`config.mk`:
```
export PLATFORM = sky130hd
export DESIGN_NAME = instr_fetcher
export DESIGN_NICKNAME = d
export VERILOG_FILES = /design/src/rtl/instr_fetcher.sv
export SDC_FILE = /design/constraint.sdc
export NUM_CORES = 1
export LEC_CHECK = 0
export ABC_AREA = 0
export CAP_MARGIN = 10
export CELL_PAD_IN_SITES_DETAIL_PLACEMENT = 1
export CELL_PAD_IN_SITES_GLOBAL_PLACEMENT = 1
export CORE_UTILIZATION = 41
export CTS_CLUSTER_DIAMETER = 200
export DETAILED_ROUTE_END_ITERATION = 12
export PLACE_DENSITY = 0.84
export SYNTH_ARGS = -nofsm -noshare
export SYNTH_HDL_FRONTEND = slang
export SYNTH_SLANG_ARGS = --single-unit
```
`constraint.sdc`:
```
create_clock -name clk -period 4 [get_ports clk]
set_input_delay 0.8 -clock clk [delete_from_list [all_inputs] [get_ports clk]]
set_output_delay 0.8 -clock clk [all_outputs]
set_load 0.05 [all_outputs]
```
`src/rtl/instr_fetcher.sv`:
```
// instr_fetcher: byte-serial instruction fetch stage feeding instr_decoder.
// Reads one byte per memory transaction starting at the requested PC. Bytes
// are packed little-endian and the decoder is consulted after each byte.
// The finished instruction is then offered downstream over valid/ready.

`ifndef INSN_GROUP_NEED_MORE_BYTES
`define INSN_GROUP_NEED_MORE_BYTES 8'hFF
`endif

module instr_fetcher #(
  parameter int unsigned ADDR_WIDTH = 16
) (
  input  logic                  clk,
  input  logic                  reset_n,
  input  logic                  start,
  input  logic [ADDR_WIDTH-1:0] pc_in,
  input  logic                  flush,
  output logic [ADDR_WIDTH-1:0] mem_addr,
  output logic                  mem_rd,
  input  logic [7:0]            mem_data,
  input  logic                  mem_ack,
  output logic [31:0]           dec_instr,
  output logic [1:0]            dec_op_len,
  input  logic [2:0]            dec_len,
  input  logic [7:0]            dec_group,
  output logic                  out_valid,
  input  logic                  out_ready,
  output logic [31:0]           out_instr,
  output logic [2:0]            out_len,
  output logic [7:0]            out_group,
  output logic [ADDR_WIDTH-1:0] out_pc,
  output logic [ADDR_WIDTH-1:0] out_next_pc
);

  localparam int unsigned INSTR_W  = 32;
  localparam int unsigned CNT_W    = 3;
  localparam int unsigned OPLEN_W  = 2;
  localparam int unsigned GROUP_W  = 8;
  localparam logic [CNT_W-1:0]   MAX_LEN    = 3'd4;
  localparam logic [OPLEN_W-1:0] MAX_OP_LEN = 2'd2;

  localparam logic [1:0] S_IDLE  = 2'd0;
  localparam logic [1:0] S_FETCH = 2'd1;
  localparam logic [1:0] S_EVAL  = 2'd2;
  localparam logic [1:0] S_OUT   = 2'd3;

  logic [1:0]            state_q,    state_d;
  logic [ADDR_WIDTH-1:0] pc_q,       pc_d;
  logic [INSTR_W-1:0]    instr_q,    instr_d;
  logic [CNT_W-1:0]      cnt_q,      cnt_d;
  logic [OPLEN_W-1:0]    op_len_q,   op_len_d;
  logic                  op_phase_q, op_phase_d;

  logic                  mem_rd_d;
  logic [ADDR_WIDTH-1:0] mem_addr_d;
  logic                  out_valid_d;
  logic [INSTR_W-1:0]    out_instr_d;
  logic [CNT_W-1:0]      out_len_d;
  logic [GROUP_W-1:0]    out_group_d;
  logic [ADDR_WIDTH-1:0] out_pc_d;
  logic [ADDR_WIDTH-1:0] out_next_pc_d;

  logic [CNT_W-1:0]      len_clamp_c;

  // Decoder view is the captured bytes and the current opcode length.
  assign dec_instr  = instr_q;
  assign dec_op_len = op_len_q;

  // Decoder may report lengths beyond what a 32-bit word can hold.
  assign len_clamp_c = (dec_len > MAX_LEN) ? MAX_LEN : dec_len;

  // State register and all registered outputs.
  always_ff @(posedge clk or negedge reset_n) begin
    if (!reset_n) begin
      state_q     <= S_IDLE;
      pc_q        <= '0;
      instr_q     <= '0;
      cnt_q       <= '0;
      op_len_q    <= '0;
      op_phase_q  <= 1'b1;
      mem_rd      <= 1'b0;
      mem_addr    <= '0;
      out_valid   <= 1'b0;
      out_instr   <= '0;
      out_len     <= '0;
      out_group   <= '0;
      out_pc      <= '0;
      out_next_pc <= '0;
    end else begin
      state_q     <= state_d;
      pc_q        <= pc_d;
      instr_q     <= instr_d;
      cnt_q       <= cnt_d;
      op_len_q    <= op_len_d;
      op_phase_q  <= op_phase_d;
      mem_rd      <= mem_rd_d;
      mem_addr    <= mem_addr_d;
      out_valid   <= out_valid_d;
      out_instr   <= out_instr_d;
      out_len     <= out_len_d;
      out_group   <= out_group_d;
      out_pc      <= out_pc_d;
      out_next_pc <= out_next_pc_d;
    end
  end

  // Next-state and next-output logic; flush overrides every transition.
  always_comb begin
    state_d       = state_q;
    pc_d          = pc_q;
    instr_d       = instr_q;
    cnt_d         = cnt_q;
    op_len_d      = op_len_q;
    op_phase_d    = op_phase_q;
    mem_rd_d      = mem_rd;
    mem_addr_d    = mem_addr;
    out_valid_d   = out_valid;
    out_instr_d   = out_instr;
    out_len_d     = out_len;
    out_group_d   = out_group;
    out_pc_d      = out_pc;
    out_next_pc_d = out_next_pc;

    if (flush) begin
      state_d     = S_IDLE;
      mem_rd_d    = 1'b0;
      out_valid_d = 1'b0;
    end else begin
      case (state_q)
        S_IDLE: begin
          // Late acks from an abandoned read land here and are ignored.
          if (start) begin
            pc_d       = pc_in;
            instr_d    = '0;
            cnt_d      = '0;
            op_len_d   = '0;
            op_phase_d = 1'b1;
            mem_rd_d   = 1'b1;
            mem_addr_d = pc_in;
            state_d    = S_FETCH;
          end
        end

        S_FETCH: begin
          // Request and address stay put until memory answers.
          if (mem_ack) begin
            instr_d[{cnt_q[1:0], 3'b000} +: 8] = mem_data;
            cnt_d    = cnt_q + 3'd1;
            mem_rd_d = 1'b0;
            if (op_phase_q) begin
              op_len_d = (op_len_q == MAX_OP_LEN) ? MAX_OP_LEN : op_len_q + 2'd1;
            end
            state_d = S_EVAL;
          end
        end

        S_EVAL: begin
          // Opcode is complete once the decoder stops asking or hits two bytes.
          if ((dec_group != `INSN_GROUP_NEED_MORE_BYTES) || (op_len_q == MAX_OP_LEN)) begin
            op_phase_d = 1'b0;
          end
          if (cnt_q < len_clamp_c) begin
            mem_rd_d   = 1'b1;
            mem_addr_d = pc_q + ADDR_WIDTH'(cnt_q);
            state_d    = S_FETCH;
          end else begin
            out_valid_d   = 1'b1;
            out_instr_d   = instr_q;
            out_len_d     = cnt_q;
            out_group_d   = dec_group;
            out_pc_d      = pc_q;
            out_next_pc_d = pc_q + ADDR_WIDTH'(cnt_q);
            state_d       = S_OUT;
          end
        end

        S_OUT: begin
          // start is deliberately not looked at here.
          if (out_ready) begin
            out_valid_d = 1'b0;
            state_d     = S_IDLE;
          end
        end

        default: begin
          state_d = S_IDLE;
        end
      endcase
    end
  end

endmodule
```
==> key figures, run 1 <==
Synthesis
  – Post-Syn Instances: between 500 and 600
  – Mapped Area: between 6000 and 7000 um^2
  – Synth Area in Compound Gates: around 11%
  – Most used DFF post-synth: dfrtp_1
  – Synth Area in Adders: about 3.3%
  – Post-synth EDFFs: 0
  – Average size of a mapped cell: between 10 and 15 um^2
  – Register area share after synthesis: 56.4%
  – Simple-Gate Fraction of Synth Area: roughly a tenth
  – Synthesis Warnings: 0
  – Post-synth ARST share: 100%
  – Post-synthesis register bit count: 149
  – Synth Area in XOR/XNOR: 1.98%
  – Largest family of logic cells by synthesized area: multiplexers
  – Post-synthesis mux area share: 14.3%
  – Syn_nets: around 630
  – Count of different cell masters after synthesis: 48

Cells and area
  – Sequential cell area: around 3700 um^2
  – Final nets: about 800
  – # diodes: 0
  – P&R area growth vs syn: 38.6%
  – Fillers: approximately 1600
  – Area of the multi-input gates: around 2700 um^2
  – Fin cells: between 900 and 1000
  – Share of post-route cells with drive strength above 1: roughly 16%

Route
  – Number of DRC markers in iteration 0: roughly 240
  – DRT antenna net count: 0
  – Post-Route WL: about 19000 um
  – Vias per cell: between 5 and 6
  – Via Count: between 5000 and 6000
  – # DRC: 0
  – 1st-pass router iterations: 4
  – WL/cell: ~20 um

Critical path
  – Reg-to-reg critical path endpoint: dec_instr[16]
  – Worst EP required: between 4 and 5 ns
  – Crit start category: input pin
  – R2R setup slack: 1.23 ns
  – Worst setup endpoint: out_instr[2]
  – Worst r2r path cells: 7
  – Critical path class: input pin to flop
  – Worst setup EP type: flop
  – RR Startpoint: state_q[1]
  – Critical Path AT: about 3.4 ns
  – Crit. Startpoint: dec_len[2]
  – CP max FO: 50

STA
  – FMAX: ~0.33 GHz
  – Worst-Margin Slew: ~1 ns
  – Setup Skew: roughly 0.010 ns
  – Final worst path period need: a little over 3 ns
  – RSZ-0062 raised after global routing: false
  – Max-slew violations: 0
  – Final TNS setup: 0 ns
  – Hold Vio Cnt, Final: 0
  – Max_slew headroom: around 33%
  – Setup violations, final: 0
  – Final period utilization: approximately three quarters

Power
  – PD cells: around 820 nW/um^2
  – VDD IR max: about 560 uV
  – Static Leakage: 4.05 nW

Run status
  – Outcome: finished, final reports clean

CTS
  – Post-cts resize count: 0
  – Post-CTS Setup Bufs: 0
  – Clk sinks: between 100 and 150
  – Clock transition at path regs: 0.06 ns
  – Post-CTS Hold Buffers: 0
  – CTS tree: done
  – H-tree depth: 4
  – Num CTS Buffers: 17
  – CTS Buffer Depth: 2
  – Clk root buf: clkbuf_16
  – Worst-Skew Late Latency: between 0.4 and 0.5 ns

Place
  – Placer Congestion: 0.774
  – Dpl cells: 940
  – Hpwl dp: about 13000 um
  – Buffers on Ports: between 150 and 200

Global route
  – Antenna violations before repair: 0
  – Total gr overflow: 0
  – First-pass GRT wire length: between 30000 and 40000 um
  – Pin count of the biggest net entering global routing: 97
  – Global-route usage over all layers: 24.3%
  – Number of global-route vias before repair: between 5000 and 6000

Floorplan
  – Site Rows: between 40 and 50
  – Die area: between 15000 and 20000 um^2
  – Die Y: about 130 um
  – Core Area: between 15000 and 20000 um^2
  – Io pins: around 170
  – Die W: about 130 um
  – Initial core utilization: a little over two fifths

Min path
  – Hold WC Path Type: input pin to async pin

Flow run
  – Max-Cap Viols: 0
-- per-layer routing --
| metal | routed length, um | vias up | track usage, % |
|---|---|---|---|
| met2 | 9850 | 145 | 43.2 |
| met3 | 981 | 31 | 6.44 |
| met5 | 0 | - | 0 |
| met4 | 447 | 0 | 8.86 |
| met1 | 7790 | 2587 | 28.2 |
| li1 | - | 2335 | - |
-- cells by family (layout without fill, tap and decap cells) --
kind of cell,count (synthesis),after routing
buf+inv,41,222
fa+ha+maj,17,17
xor+xnor,15,15
simple gates,161,161
compound gates,115,115
flops,149,149
mux,77,77
-- synthesized netlist by cell type, types with 2 or more instances --
cell type	instances	area, um^2
buf_2	6	30.0
o21ai_0	58	290
dfrtp_1	148	3700
o21ai_1	3	15.0
buf_6	3	33.8
xor2_1	9	78.8
and3_1	2	12.5
o211ai_1	3	22.5
inv_1	15	56.3
a22o_1	2	17.5
a31o_2	2	17.5
a21oi_1	11	55.1
nand2_1	106	398
nor2_1	21	78.8
mux2_4	22	330
nand3_1	9	45.0
ha_1	16	200
and4_1	2	17.5
a211oi_1	8	60.1
a21o_1	11	82.6
o21a_1	2	15.0
nand2b_1	2	12.5
clkbuf_1	17	63.8
nor3_1	5	25.0
or3_1	2	12.5
nor2b_1	2	12.5
nand4_1	4	25.0
xnor2_1	6	52.6
o31ai_1	3	22.5
mux2_2	54	608
a311oi_1	2	17.5
o2111ai_1	3	26.3
-- layout by cell type (no fill, tap or decap), types with 6 or more instances in the layout --
master           count
dfrtp_1            148
nand2_1            106
buf_4                6
xor2_1               9
a211oi_1             8
ha_1                16
nor2_1              21
a21o_1              11
a21oi_1             11
clkinvlp_4           6
nand3_1              9
mux2_2              54
xnor2_1              6
mux2_4              22
clkdlybuf4s50_1    166
o21ai_0             58
inv_1               15
clkbuf_16           17
-- critical path: stages --
cell	delay [ns]
clkdlybuf4s50_1	0.49
inv_1	0.07
ha_1	0.31
a21oi_1	0.21
o21a_1	0.24
or3_4	0.52
buf_12	0.29
mux2_2	0.37
-- registers in the layout, summed over array words and instances, names as in the netlist --
register / cells
out_instr: 32
out_len: 3
mem_rd: 1
out_group: 8
state_q: 2
out_valid: 1
cnt_q: 3
mem_addr: 16
op_phase_q: 1
out_pc: 16
pc_q: 16
out_next_pc: 16
dec_op_len: 2
dec_instr: 32
-- per-stage QoR --
| step | area, um^2 | utilization [%] | hold WS, ns | worst slack [ns] | power, mW |
|---|---|---|---|---|---|
| 6_report | 9180 | 58.0 | 0.471 | 0.953 | 7.56 |
| 5_1_grt | 9180 | 58.0 | 0.507 | 0.863 | 7.91 |
| 4_1_cts | 9180 | 58.0 | 0.485 | 0.970 | 7.62 |
| 3_5_place_dp | 8530 | 53.9 | 0.466 | 0.556 | 5.81 |
| 3_3_place_gp | 8530 | 53.9 | 0.460 | 0.694 | 5.69 |
| 2_1_floorplan | 6620 | - | 0.504 | 1.47 | 4.57 |
-- cell type report --
type / count / area share [%]
Sequential cell: 149 / 40.6
Multi-Input combinational cell: 385 / 29.6
Timing Repair Buffer: 175 / 19.2
Clock buffer: 19 / 4.83
Tap cell: 216 / 2.95
Clock inverter: 13 / 2.24
Inverter: 15 / 0.614
-- report_power, final --
part | leakage [nW] | switching, mW | internal, mW
clock | 0.297 | 0.639 | 1.12
combinational | 1.79 | 2.21 | 1.18
sequential | 1.97 | 0.424 | 1.98
total | 4.05 | 3.28 | 4.28
-- worst min path at each step --
stage | to | startpoint | slack [ns] | depth (start not counted)
after global placement | out_len[0] | out_len[0] | 0.46 | 2
after floorplan | cnt_q[0] | reset_n | 0.50 | 0
after global routing | mem_addr[9] | mem_addr[9] | 0.51 | 1
final | out_instr[4] | reset_n | 0.47 | 1
after CTS | mem_addr[12] | mem_addr[12] | 0.49 | 1
after detailed placement | mem_addr[10] | mem_addr[10] | 0.47 | 1
(Power assumes the default switching activity.)
==> inputs of run 2 (changes only) <==
CORE_UTILIZATION = 38   (was 41)
PLACE_DENSITY = 0.78   (was 0.84)
clock period = 3 ns   (was 4 ns; I/O delays follow)
==> key figures, run 2 (synthesized netlist as in run 1, its figures left out) <==
Run status
  – Outcome: finished, final reports clean

Cells and area
  – Most common cell after layout, fill and taps aside: clkdlybuf4s50_1
  – # diodes: 0
  – Final core occ: between 50% and 60%
  – Fin cells: slightly below 1000
  – P&R area growth vs syn: 38.8%
  – Share of post-route cells with drive strength above 1: 17.4%
  – Commonest non-fill, non-tap cells in the layout: clkdlybuf4s50_1, dfrtp_1, nand2_1
  – Final nets: around 810

STA
  – FMAX: approximately 0.38 GHz
  – Final TNS setup: 0 ns
  – Final period utilization: roughly nine tenths
  – Worst hold slack: between 0.15 and 0.2 ns
  – Setup Skew: 0.00935 ns
  – RSZ-0062 raised after global routing: false
  – Max_slew headroom: 27.2%
  – Setup violations, final: 0
  – Max-slew violations: 0
  – Hold Vio Cnt, Final: 0
  – Final worst path period need: 2.66 ns
  – Worst-Margin Slew: 1.09 ns

Power
  – NetSw: approximately 4.4 mW
  – Static Leakage: between 4 and 5 nW
  – Pint: 5.43 mW
  – Seq pwr share: 32.4%
  – VDD IR max: between 700 and 800 uV
  – Clock power frac: a little over a fifth
  – Sw Share: between 40 and 50%
  – PD cells: roughly 1100 nW/um^2
  – Combinational share of power: 46.4%

Critical path
  – Crit-path cells: inv_1, ha_1, nor2b_2, a2111oi_4, a21oi_1, o21ai_0
  – Reg-to-reg critical path endpoint: dec_instr[11]
  – Worst r2r path cells: 6
  – Critical path class: flop to flop
  – Crit start category: flop
  – Critical Path AT: between 2 and 3 ns
  – R2R setup slack: between 0.3 and 0.4 ns
  – Worst setup EP type: flop
  – Crit path max-delay cell type: a21oi_1
  – RR Startpoint: state_q[0]
  – CP peak stage delay: 0.89 ns
  – CP max FO: 16
  – Worst EP required: between 3 and 4 ns

Global route
  – Pin count of the biggest net entering global routing: 65
  – Number of global-route vias before repair: 5675
  – Met1 usage: between 20% and 30%
  – Most Crowded Layer GR: met2
  – Antenna violations before repair: 0
  – Global-route usage over all layers: a little under a quarter
  – Met3 GRT Util: about 5.8%
  – Total gr overflow: 0
  – First-pass GRT wire length: 31700 um
  – Grt met2 use: between 40% and 50%

CTS
  – Clk root buf: clkbuf_16
  – Num CTS Buffers: 17
  – H-tree depth: 4
  – Worst-Skew Late Latency: roughly 0.43 ns
  – Post-cts resize count: 0
  – Post-CTS Hold Buffers: 0
  – Clock transition at path regs: around 0.06 ns
  – Clk sinks: 149
  – Post-CTS Setup Bufs: 0
  – CTS Buffer Depth: 2
  – CTS tree: done

Place
  – Placer Congestion: 0.791
  – Hpwl dp: ~14000 um
  – Dpl cells: ~950
  – Buffers on Ports: 167

Floorplan
  – Core Area: between 15000 and 20000 um^2
  – Io pins: about 170
  – Die Y: between 100 and 150 um
  – Initial core utilization: 39.4%
  – Site Rows: 47
  – Die area: ~18000 um^2
  – Die W: approximately 130 um

Route
  – # DRC: 0
  – 1st-pass router iterations: 4
  – WL/cell: approximately 20 um
  – DRT antenna net count: 0
  – Vias per cell: about 5.2
  – Number of DRC markers in iteration 0: approximately 210
  – Via Count: between 5000 and 6000
  – Post-Route WL: 19400 um

Flow run
  – Max-Cap Viols: 0

Min path
  – Hold WC Path Type: input pin to async pin
run 2: cell count changes in the layout (fill, tap and decap cells not counted):
cell,previous run,this run
buf_4,6,13
bufinv_16,5,1
clkinv_4,0,4
inv_6,0,3
clkinv_2,2,0
clkinvlp_4,6,4
inv_8,0,2
buf_12,2,3
clkbuf_1,1,0
run 2: worst max-delay path: cells and delay by family (launching register included):
kind            cells  cell delay, ns
buf+inv             1            0.12
fa+ha+maj           1            0.26
compound gates      3            1.32
simple gates        1            0.33
flops               1            0.46
run 2: worst max path at each step:
stage	from	end	slack (ns)	cells past startpoint
after global placement	dec_len[2]	out_group[3]	0.22	8
final	state_q[0]	dec_instr[11]	0.34	6
after floorplan	dec_len[2]	out_instr[29]	0.67	10
after CTS	state_q[0]	dec_instr[11]	0.33	6
after global routing	state_q[0]	dec_instr[11]	0.03	6
after detailed placement	start	dec_instr[23]	0.11	6
run 2: cell type report:
| class | instances | area, um^2 |
|---|---|---|
| Multi-Input combinational cell | 385 | 2710 |
| Clock buffer | 18 | 439 |
| Clock inverter | 14 | 144 |
| Sequential cell | 149 | 3730 |
| Fill cell | 1786 | 7630 |
| Timing Repair Buffer | 183 | 1830 |
| Tap cell | 220 | 275 |
| Inverter | 15 | 56.3 |
run 2: routing by layer:
metal / wire (um) / up-vias
met5: 0 / -
met4: 244 / 0
met3: 1080 / 22
met2: 9940 / 141
met1: 8170 / 2574
li1: - / 2354
run 2: metrics by stage:
| step | total power [mW] | setup slack, ns | area [um^2] |
|---|---|---|---|
| after CTS | 9.97 | 0.332 | 9190 |
| final | 9.88 | 0.338 | 9190 |
| after detailed placement | 7.82 | 0.113 | 8610 |
| after floorplan | 6.10 | 0.671 | 6620 |
| after global placement | 7.64 | 0.218 | 8610 |
| after global routing | 10.4 | 0.0347 | 9190 |
run 2: power by group through the flow:
stage	combinational (mW)	sequential, mW	clock (mW)
detailed placement	4.60	3.23	0
global route	4.87	3.29	2.22
global placement	4.47	3.17	0
CTS	4.63	3.21	2.14
floorplan	1.35	4.75	0
finish	4.58	3.20	2.10
==> inputs of run 3 (changes only) <==
SKIP_CTS_REPAIR_TIMING = 1   (was not set)
==> results of run 3 <==
The final DEF is identical to that of run 2; final timing and power are the same.
==> edit 1 (settings of run 1) <==
Take the reset off `pc_q`, `instr_q`, `mem_addr` and `out_instr` and load them in a clocked block of their own.
--- a/src/rtl/instr_fetcher.sv
+++ b/src/rtl/instr_fetcher.sv
@@ -73,35 +73,34 @@
   always_ff @(posedge clk or negedge reset_n) begin
     if (!reset_n) begin
       state_q     <= S_IDLE;
-      pc_q        <= '0;
-      instr_q     <= '0;
       cnt_q       <= '0;
       op_len_q    <= '0;
       op_phase_q  <= 1'b1;
       mem_rd      <= 1'b0;
-      mem_addr    <= '0;
       out_valid   <= 1'b0;
-      out_instr   <= '0;
       out_len     <= '0;
       out_group   <= '0;
       out_pc      <= '0;
       out_next_pc <= '0;
     end else begin
       state_q     <= state_d;
-      pc_q        <= pc_d;
-      instr_q     <= instr_d;
       cnt_q       <= cnt_d;
       op_len_q    <= op_len_d;
       op_phase_q  <= op_phase_d;
       mem_rd      <= mem_rd_d;
-      mem_addr    <= mem_addr_d;
       out_valid   <= out_valid_d;
-      out_instr   <= out_instr_d;
       out_len     <= out_len_d;
       out_group   <= out_group_d;
       out_pc      <= out_pc_d;
       out_next_pc <= out_next_pc_d;
     end
+  end
+
+  always_ff @(posedge clk) begin
+    pc_q      <= pc_d;
+    instr_q   <= instr_d;
+    mem_addr  <= mem_addr_d;
+    out_instr <= out_instr_d;
   end
 
   // Next-state and next-output logic; flush overrides every transition.
Behaviour: not the same (Yosys sat finds a counterexample within 4 cycles, from zero or initial values and one cycle with reset_n low).
==> edit 1 against run 1 <==
Sequential cell count unchanged; routed wire length decreased by 3.9%; synthesized cell count decreased by 17%; fmax increased by 13%; count of clock-buffer cells in the layout decreased by 1; clock power decreased by 9%; synthesized area decreased by 3.7%; worst setup slack improved by 360 ps; design area decreased by 3.3%; critical path depth unchanged; power decreased by 7.5%; clock skew decreased by 2.5 ps; highest routed layer unchanged.
==> edit 1: results (changes against run 1) <==
Placed design
  – DP Area: 0.008283 mm^2 (-2.9%)
  – HPWL Detailed: 13.01 mm (-3.6%)
  – RD Place Congestion: 0.8181 (+5.7%)
  – Placed cells: 827 (-12%)
  – Pre-CTS WS: 870.7 ps (+314.6 ps)

Finish
  – Nets@finish: 716 (-11%)
  – FILL cells: 1,522 (-6.5%)
  – Flip-flop and latch area: 0.004210 mm^2 (+13%)
  – Layout cell share with drive strength beyond 1: 10.73% (-5.7 points)

Outcome
  – Outcome: completed

Logic synthesis
  – XOR/XNOR Fraction of Synth Area: 1.786% (-0.20 points)
  – Sequential-to-total area share from yosys stat: 66.05% (+9.7 points)
  – Mean post-synth cell area: 13.31 um^2 (+16%)
  – Main synth FF type: edfxtp_1
  – Post-synthesis mux area share: 6.791% (-7.5 points)
  – Post-Syn Nets: 537 (-15%)
  – Post-synth top cells: 96 x edfxtp_1, 62 x nor2_1, 57 x a21oi_1, 52 x dfrtp_1, 33 x nor2b_1
  – Compound-Gate Fraction of Synth Area: 8.499% (-2.4 points)
  – Async set-reset flop share out of synthesis: 35.57% (-64 points)
  – Post-synth EDFFs: 96 (+96)
  – Synth Area in Adders: 3.454% (+0.13 points)
  – Area contributors post-synth: edfxtp_1 45%, dfrtp_1 20%, a21oi_1 4.5%, mux2_2 3.7%, nor2_1 3.7%

Timing
  – Layout Skew: 8.021 ps (-2.455 ps)
  – Worst-Margin Slew: 805.7 ps (-186.3 ps)

Drt
  – M1 WL: 7.283 mm (-6.5%)
  – Met2 wire length: 9.830 mm (-0.23%)
  – WL met3: 866 um (-12%)
  – DRT iter0 DRCs: 354 (+46%)

Worst setup path
  – Crit path max fanout: 16 (-68%)
  – Max stage delay on crit path: 500 ps (-20 ps)

Power
  – VDD IR max: 0.0005072 V (-9.5%)
  – Internal power: 0.004076 W (-4.8%)
  – Leak: 3.364 nW (-17%)
  – Switching share of total power: 41.65% (-1.7 points)

GRT
  – Pin count of the biggest net entering global routing: 47 (-52%)
  – GR Util met1: 27.79% (-0.36 points)
  – First-pass GRT wire length: 28.46 mm (-6.4%)
  – Met3 Usage GRT: 4.892% (-1.5 points)
  – GRT Overall Usage: 23.64% (-0.63 points)
==> edit 1: final timing paths <==
| path | cells after the start | startpoint | slack [ps] | endpoint |
|---|---|---|---|---|
| hold / removal | 1 | reset_n | 350 | out_next_pc[12] |
| min in group clk | 0 | dec_instr[16] | 490 | out_instr[16] |
| hold reg to reg | 0 | dec_instr[16] | 490 | out_instr[16] |
| max in group asynchronous | 2 | reset_n | 2770 | op_phase_q |
| setup reg to reg | 6 | state_q[0] | 1490 | out_pc[14] |
| setup / recovery | 8 | dec_len[2] | 1310 | mem_addr[1] |
==> edit 1: final cells by class <==
cell class | instances | share of cell area [%]
timing repair buffer | 177 | 19.63
inverter | 18 | 0.7614
clock inverter | 14 | 1.819
multi-input combinational | 295 | 22.86
clock buffer | 18 | 4.836
tap | 188 | 2.651
sequential | 149 | 47.45
==> edit 1: worst register-to-register path, cell delays in order, from the launching register on <==
cell      delay (ps)
dfrtp_1          390
inv_1            140
ha_1             520
nand4b_1         250
o22ai_4          190
buf_4            480
mux2_1           410
==> edit 2 (flow settings as in run 1) <==
Without the edit above. Change the parameter `ADDR_WIDTH` from 16 to 17.
--- a/src/rtl/instr_fetcher.sv
+++ b/src/rtl/instr_fetcher.sv
@@ -8,7 +8,7 @@
 `endif
 
 module instr_fetcher #(
-  parameter int unsigned ADDR_WIDTH = 16
+  parameter int unsigned ADDR_WIDTH = 17
 ) (
   input  logic                  clk,
   input  logic                  reset_n,
Ports: changed (resized mem_addr, out_next_pc, out_pc and pc_in); port bits go from 168 to 172. No check against the original RTL was run, so the function may have changed too.
==> edit 2 against run 1 <==
Design area increased by 2.8%; largest power group unchanged; first-iteration DRC count decreased by 20%; routed wire length increased by 3.2%; largest cell class unchanged; cell count increased by 0.82%; power decreased by 0.96%; worst setup slack improved by 150 ps; via count increased by 1.3%; clock skew decreased by 3.1 ps; synthesized area increased by 4.7%; critical endpoint unchanged; sequential cell count increased by 4.
==> edit 2: results (changes against run 1) <==
Outcome
  – Outcome: completed

Logic synthesis
  – Sequential-to-total area share from yosys stat: 55.25% (-1.1 points)
  – Area contributors post-synth: dfrtp_1 55%, mux2_2 11%, nand2_1 5.3%, mux2_4 5.0%, ha_1 2.9%
  – Post-synth top area share: 54.87% (-1.1 points)
  – Post-synth top cells: 152 x dfrtp_1, 97 x nand2_1, 66 x mux2_2, 26 x o21ai_1, 23 x mux2_4
  – Synth Area in Adders: 3.177% (-0.15 points)
  – Yosys cell types: 50 (+4.2%)
  – Post-synthesis mux area share: 18.01% (+3.7 points)
  – Post-Syn Nets: 630 (-0.47%)

GRT
  – GRT Overall Usage: 23.72% (-0.55 points)
  – GR Util met2: 40.45% (-2.7 points)
  – Pin count of the biggest net entering global routing: 103 (+6.2%)
  – Met3 Usage GRT: 5.729% (-0.71 points)
  – Vias in the first global route: 5,689 (+2.6%)
  – GR Util met1: 29.52% (+1.4 points)
  – First-pass GRT wire length: 31.89 mm (+4.9%)

Drt
  – WL met3: 1.052 mm (+7.2%)
  – Routed via count: 5,162 (+1.3%)
  – DRT iter0 DRCs: 195 (-20%)
  – Final wirelength: 19.68 mm (+3.2%)

Worst setup path
  – R2r startpoint: state_q[0]
  – RR Endpoint: mem_addr[5]

Finish
  – Flip-flop and latch area: 0.003830 mm^2 (+2.7%)
  – Clock Network Area Fraction: 6.525% (-0.54 points)
  – Nets@finish: 806 (+0.62%)
  – Layout cell share with drive strength beyond 1: 19.47% (+3.1 points)
  – Non-clock inverter total of the final layout: 22 (+7)
  – Seq Cell Count: 153 (+2.7%)
  – Multi-input logic area: 0.002850 mm^2 (+5.0%)
  – NonClk Buf Share: 18.87% (-0.28 points)
  – Comb_multi_in: 373 (-3.1%)
  – Multi-input gate share of total cell area: 30.21% (+0.64 points)

Placed design
  – Placed cells: 948 (+0.85%)
  – RD Place Congestion: 0.8150 (+5.3%)
  – Pre-CTS WS: 653.3 ps (+97.24 ps)

Min path
  – Hold/Removal Path Class: reg2reg

Power
  – VDD IR max: 0.0005458 V (-2.6%)

Floorplan
  – Tap Cells: 220 (+1.9%)

Timing
  – Rel. slew slack: 30.68% (-2.7 points)
[edit 2: cell count changes in the layout (fill, tap and decap cells not counted), sizes merged, moves of 6 or more]
| cell | change |
|---|---|
| a211oi | -6 |
| a21o | -7 |
| mux2 | +13 |
| nor4 | +6 |
| nand2 | -9 |
| nor2 | -10 |
| o21ai | -10 |
| mux2i | +15 |
| inv | +11 |
[edit 2: worst reg2reg max path: cells and delay by family (launching register included)]
family	cells	cell delay, ps
compound gates	2	540
simple gates	3	1240
fa+ha+maj	1	300
buf+inv	1	100
flops	1	470
[edit 2: worst min path at each step]
stage | cells past startpoint | slack [ps] | endpoint | startpoint
after global placement | 2 | 470 | mem_addr[8] | mem_addr[8]
after floorplan | 0 | 500 | cnt_q[0] | reset_n
after CTS | 2 | 500 | mem_addr[1] | mem_addr[1]
after detailed placement | 1 | 480 | mem_addr[5] | mem_addr[5]
after global routing | 1 | 510 | mem_addr[5] | mem_addr[5]
final | 2 | 490 | mem_addr[1] | mem_addr[1]
